==> config.mk <==
export PLATFORM = sky130hd
export DESIGN_NAME = la_ctrl
export DESIGN_NICKNAME = d
export VERILOG_FILES = /design/src/rtl/la_pkg.sv /design/src/rtl/la_ctrl.sv
export SDC_FILE = /design/constraint.sdc
export NUM_CORES = 1
export LEC_CHECK = 0
export CAP_MARGIN = 20
export CORE_ASPECT_RATIO = 0.7
export CORE_MARGIN = 4
export CORE_UTILIZATION = 40
export DETAILED_ROUTE_END_ITERATION = 10
export PLACE_DENSITY = 0.62
export SYNTH_ARGS = -nofsm -noshare
export SYNTH_HDL_FRONTEND = slang
export SYNTH_SLANG_ARGS = --single-unit
==> constraint.sdc <==
create_clock -name CLK -period 5.8 [get_ports CLK]
set_input_delay 0.58 -clock CLK [delete_from_list [all_inputs] [get_ports CLK]]
set_output_delay 0.58 -clock CLK [all_outputs]
set_load 0.01 [all_outputs]
==> src/rtl/la_pkg.sv <==
// Shared logic-analyser constants and state encodings for la_ctrl and the
// data_path_la benches.
package la_pkg;

    localparam int LA_DEPTH = 32;

    typedef enum logic [2:0] {
        ST_IDLE    = 3'd0,
        ST_CLR     = 3'd1,
        ST_ARMED   = 3'd2,
        ST_CAPTURE = 3'd3,
        ST_STORE   = 3'd4,
        ST_DONE    = 3'd5
    } la_state_e;

endpackage

==> src/rtl/la_ctrl.sv <==
// Logic-analyser capture controller: arm, wait for trigger, write N samples,
// strobe status. Optional early abort on STOP when LA_ABORT_EN is defined.
module la_ctrl
    import la_pkg::*;
(
    input  logic       CLK,
    input  logic       RESET,
    input  logic       ARM,
    input  logic       TRIG,
    input  logic [4:0] LEN,
    input  logic       STOP,
    output logic       LA_WE,
    output logic       STS_CE,
    output logic       BUSY,
    output logic       DONE,
    output logic [2:0] STATE
);

    la_state_e  r_state;
    la_state_e  w_next;
    logic [4:0] r_len;
    logic [5:0] r_cnt;
    logic       r_la_we;
    logic       r_sts_ce;
    logic [5:0] w_n;
    logic       w_stop;

`ifdef LA_ABORT_EN
    assign w_stop = STOP;
`else
    logic w_unused_stop;
    assign w_unused_stop = STOP;
    assign w_stop        = 1'b0;
`endif

    // LEN of zero selects the full buffer depth.
    assign w_n = (r_len == 5'd0) ? 6'(LA_DEPTH) : {1'b0, r_len};

    always_comb begin
        w_next = r_state;
        case (r_state)
            ST_IDLE, ST_DONE: begin
                if (ARM) w_next = ST_CLR;
            end
            ST_CLR: w_next = ST_ARMED;
            ST_ARMED: begin
                if (w_stop)    w_next = ST_STORE;
                else if (TRIG) w_next = ST_CAPTURE;
            end
            ST_CAPTURE: begin
                if (w_stop || (r_cnt == (w_n - 6'd1))) w_next = ST_STORE;
            end
            ST_STORE: w_next = ST_DONE;
            default:  w_next = ST_IDLE;
        endcase
    end

    // Strobes are registered from the next state so they line up with it.
    always_ff @(posedge CLK) begin
        if (!RESET) begin
            r_state  <= ST_IDLE;
            r_len    <= 5'd0;
            r_cnt    <= 6'd0;
            r_la_we  <= 1'b0;
            r_sts_ce <= 1'b0;
        end else begin
            r_state  <= w_next;
            r_la_we  <= (w_next == ST_CAPTURE);
            r_sts_ce <= (w_next == ST_CLR) || (w_next == ST_STORE);
            if (((r_state == ST_IDLE) || (r_state == ST_DONE)) && ARM)
                r_len <= LEN;
            if (r_state == ST_CAPTURE)
                r_cnt <= r_cnt + 6'd1;
            else
                r_cnt <= 6'd0;
        end
    end

    assign LA_WE  = r_la_we;
    assign STS_CE = r_sts_ce;
    assign STATE  = r_state;
    assign DONE   = (r_state == ST_DONE);
    assign BUSY   = (r_state == ST_CLR) || (r_state == ST_ARMED) ||
                    (r_state == ST_CAPTURE) || (r_state == ST_STORE);

endmodule

# Word-level counts from Yosys, hierarchy flattened
# Index checks and enable logic that the tools add are counted.
op_classes:
  addsub: 2
  n_eq_ne: 9
  n_mux: 5
  reduce_logical: 10
op_table:
  columns: ["cell", "n"]
  rows:
  - ["one-hot mux 3 bit (5 select lines)", 1]
  - ["== test 3 x 2 -> 1 bit (second input constant)", 3]
  - ["== test 3 bit (second input constant)", 3]
  - ["2-to-1 mux 3 bit", 3]
  - ["adder 6 x 1 -> 6 bit (second input constant)", 1]
  - ["== test 3 x 1 -> 1 bit (second input constant)", 2]
  - ["== test 6 bit", 1]
  - ["2-to-1 mux 6 bit", 1]
  - ["subtractor 6 x 1 -> 6 bit (second input constant)", 1]
  - ["zero test 5 bit", 1]
  - ["logical OR 1 bit", 5]
  - ["zero test 3 bit", 1]
  - ["AND reduction 2 bit", 1]
  - ["OR reduction 2 bit", 1]
  - ["logical AND 1 bit", 1]
totals:
  regBits: 16
  inputBits: 10

# Longest topological paths before layout
depth:
  word_depth: 8
  depth_mapped: 6
  depth_no_buf: 6

# Worst setup path before layout
# OpenSTA, ideal clock, no wires.
synth_path:
  path_type: "register to register"
  from: "register r_len[0]"
  to: "register r_state[1] (netlist: STATE[1])"
  arrival_ns: 1.703
  t_required_ns: 5.659
  setup_slack_ns: 3.956
  stages_incl_launch_ff: 7
  cell_sequence: "dfxtp_1 > inv_1 > ha_1 > xnor2_1 > or3_1 > a2111oi_4 > a2111oi_0"
synth_via:
  elab_chain_len: 6
synth_lines:
  columns: ["item", "line", "source"]
  rows:
  - ["from (decl)", "la_ctrl.sv:21", "logic [4:0] r_len;"]
  - ["from (signal assigned)", "la_ctrl.sv:62", "r_len <= 5'd0;"]
  - ["from (signal assigned)", "la_ctrl.sv:71", "r_len <= LEN;"]
  - ["zero test 5 bit", "la_ctrl.sv:37", "assign w_n = (r_len == 5'd0) ? 6'(LA_DEPTH) : {1'b0, r_len};"]
  - ["2-to-1 mux 6 bit *", "la_ctrl.sv:37", null]
  - ["subtractor 6 x 1 -> 6 bit *", "la_ctrl.sv:51", "if (w_stop || (r_cnt == (w_n - 6'd1))) w_next = ST_STORE;"]
  - ["== test 6 bit *", "la_ctrl.sv:51", null]
  - ["2-to-1 mux 3 bit *", "la_ctrl.sv:51", null]
  - ["one-hot mux 3 bit (5 select lines) *", "la_ctrl.sv:41", "case (r_state)"]
  - ["to (signal assigned)", "la_ctrl.sv:67", "r_state <= w_next;"]
  - ["to (decl)", "la_ctrl.sv:19", "la_state_e r_state;"]
# Mark *: on every way between the ends. The rest lies on a longest branch, timed or not.
# A chain may end at the register's enable or synchronous reset.

# Worst setup path after layout
layout_path:
  from: "register r_state[0] (netlist: STATE[0])"
  to: "output DONE"
layout_via:
  elab_chain_len: 1
layout_lines:
  columns: ["item", "line", "source"]
  rows:
  - ["== test 3 bit", "la_ctrl.sv:82", "assign DONE = (r_state == ST_DONE);"]
  - ["to (decl)", "la_ctrl.sv:15", "output logic DONE,"]
# Every way passes these cells.

==> metrics.md <==
| Metric | Value |
|---|---|
| GR met1 Demand/Resource | 0.177 |
| Relative slew margins | 0.747 |
| Worst hold path type | reg -> reg |
| Area contributors post-synth | dfxtp_1, xnor2_1, nor2_1 |
| Tot Pwr | 0.228 mW |
| WHS Endpoint | r_cnt[0]$_SDFF_PN0_ |
| Syn avg cell area | 9.00 um2 |
| First-pass GRT wire length | 2.77 mm |
| Fin. Hold Viols | 0 |
| RD Place Congestion | 0.705 |
| GR peak layer | met2 |
| Primary FF master, synth | dfxtp_1 |
| Register area share after synthesis | 0.387 |
| Final antenna-violating net count | 0 |
| Worst-path clk slew | 90 ps |
| DRC violations left | 0 |
| Master of the slowest instance on the critical path | clkdlybuf4s50_1 |
| Die area | 2870 um2 |
| Worst Reg-to-Reg Cells | 6 |
| Initial Util | 0.435 |
| Via count | 654 |
| Antenna fix cells | 0 |
| Outcome | completed |
| Critical Path Source | STATE[0]$_SDFF_PN0_ |
| Worst-margin pin slew | 370 ps |
| Ports | 17 |
| Mapped Area | 828 um2 |
| Die H | 46.1 um |
| Drt wl/cell | 12.8 um |
| Num rows | 13 |
| Post-DP HPWL | 1.26 mm |
| Power Dens Cells | 226 nW/um2 |
| Worst R2R Start | r_len[0]$_SDFFE_PN0P_ |
| CP Cell Sequence | inv_1 > nor3_1 > clkdlybuf4s50_1 |
| Grt met2 use | 0.180 |
| FFs w/ async S/R, synth | 0 |
| Setup TNS | 0 ps |
| Mapped Cells | 92 |
| Final Critical Period | 2360 ps |
| First-pass DRT Iterations | 4 |
| Ys Warns | 0 |
| Cts bufs inserted | 3 |
| Design Area, Final | 1010 um2 |
| Clk_skew | 2.59 ps |
| Tcrit/Tclk final | 0.406 |
| CTS tree | done |
| RSZ-0062 raised after global routing | no |
| Root Driver | clkbuf_4 |
| Critical Path Source Type | register |
| Hold-fix buffers, CTS | 0 |
| Worst hold start | r_cnt[0]$_SDFF_PN0_ |
| Critical Path End Type | output pin |
| Placed Cells | 124 |
| Critical Path AT | 1780 ps |
| CORE AREA | 1900 um2 |
| CP required | 5220 ps |
| Met3 Track Usage GR | 0.0585 |
| Vias/cell | 5.15 |
| Worst Path Max Fanout | 9 |
| Layout cells sized above 1 | 0.0571 |
| Setup violations, final | 0 |
| Register bit count reported by yosys | 16 |
| Most frequent cells in the layout | dfxtp_1, clkdlybuf4s50_1, nor2_1 |
| IO Port Bufs | 15 |
| H-Tree Depth | 1 |
| Area Overhead vs Synth | 21.8% |
| Die Span X | 62.4 um |
| Initial drt markers | 21 |
| Commonest non-fill, non-tap cell in the layout | dfxtp_1 |
| Final Util | 0.530 |
| Post-synth top area share | 0.387 |
| Syn_nets | 104 |
| Layout Nets | 119 |
| Max VDD drop | 125 uV |
| CP peak stage delay | 590 ps |
| Clock Latency Late Sink | 290 ps |
| Largest net degree at the start of global routing | 10 |
| GRT Total Usage | 0.130 |
| Fmax achieved | 0.425 GHz |
| Vias in the first global route | 595 |
| Final wirelength | 1.62 mm |
| Max Transition Viols Final | 0 |
| Leading area contributor after synthesis | dfxtp_1 |
| Post-CTS Setup Inserts | 0 |
| Number of flops mapped to enable cells by yosys | 0 |
| Post-CTS sizing | 0 |
| Initial antenna violation count | 0 |
| Setup slack, reg-to-reg | 3730 ps |
| CTS Buffer Depth | 2 |
| Number of max-cap violations | 0 |
| Clk sinks | 16 |
| Fin cells | 127 |
| Cell Area, Placed | 986 um2 |
| Hold Crit Depth | 1 |
| Total grt overflow | 0 |
| Kind of critical path | reg -> out |
| RR Endpoint | STATE[1]$_SDFF_PN0_ |
| Distinct cells, synth | 30 |
| Leakage | 0.357 nW |
sequential cells by signal (all words and copies together), names as in the netlist:
name / cells
LA_WE: 1
r_len: 5
STATE: 3
STS_CE: 1
r_cnt: 6
critical path, delay by kind of cell, from the launching register on:
family / cells / cell delay [ps]
buffers and inverters: 2 / 750
DFF: 1 / 500
and+or+nand+nor: 1 / 240
kinds of logic after synthesis:
group,Yosys count,share of synthesized area
simple gates,29,0.168
flops,16,0.387
buf+inv,13,0.0604
fa+ha+maj,2,0.0302
mux,5,0.0604
xor+xnor,12,0.127
compound gates,15,0.168
per-stage QoR:
stage | setup WS, ps | hold WS [ps]
CTS | 3440 | 483
detailed placement | 3750 | 461
global route | 3320 | 509
floorplan | 3960 | 437
finish | 3440 | 478
global placement | 3730 | 458
cell type report:
| type | instances | area, um2 |
|---|---|---|
| Fill cell | 193 | 895 |
| Multi-Input combinational cell | 63 | 458 |
| Sequential cell | 16 | 320 |
| Timing Repair Buffer | 15 | 150 |
| Inverter | 8 | 30.0 |
| Tap cell | 22 | 27.5 |
| Clock buffer | 3 | 22.5 |
synth_stat cells (all sizes together) (2+ instances only):
| library cell | instances |
|---|---|
| nor3 | 3 |
| xor2 | 3 |
| mux2i | 5 |
| dfxtp | 16 |
| inv | 8 |
| a2111oi | 3 |
| ha | 2 |
| xnor2 | 9 |
| and3 | 3 |
| clkbuf | 4 |
| nand2 | 2 |
| nand3 | 3 |
| a21oi | 2 |
| nor2 | 14 |
power by group:
part | switching (mW) | internal (mW) | leakage [nW]
clock network | 0.0346 | 0.0242 | 0.0138
registers | 0.00603 | 0.115 | 0.130
logic | 0.0225 | 0.0257 | 0.212
total | 0.0631 | 0.165 | 0.357
how the worst max path moves through the flow:
stage | end | slack [ps] | depth (start not counted)
final | DONE | 3440 | 3
after global routing | DONE | 3320 | 3
after CTS | DONE | 3440 | 3
after detailed placement | STATE[1]$_SDFF_PN0_ | 3750 | 6
after global placement | STATE[2]$_SDFF_PN0_ | 3730 | 4
after floorplan | STATE[1]$_SDFF_PN0_ | 3960 | 6
metal layers:
| metal | vias up | part of all wire |
|---|---|---|
| met1 | 294 | 0.52 |
| met3 | 4 | 0.049 |
| li1 | 342 | - |
| met4 | 0 | 0.014 |
| met2 | 14 | 0.41 |
| met5 | - | 0 |
Power figures use the tool's default switching activity.
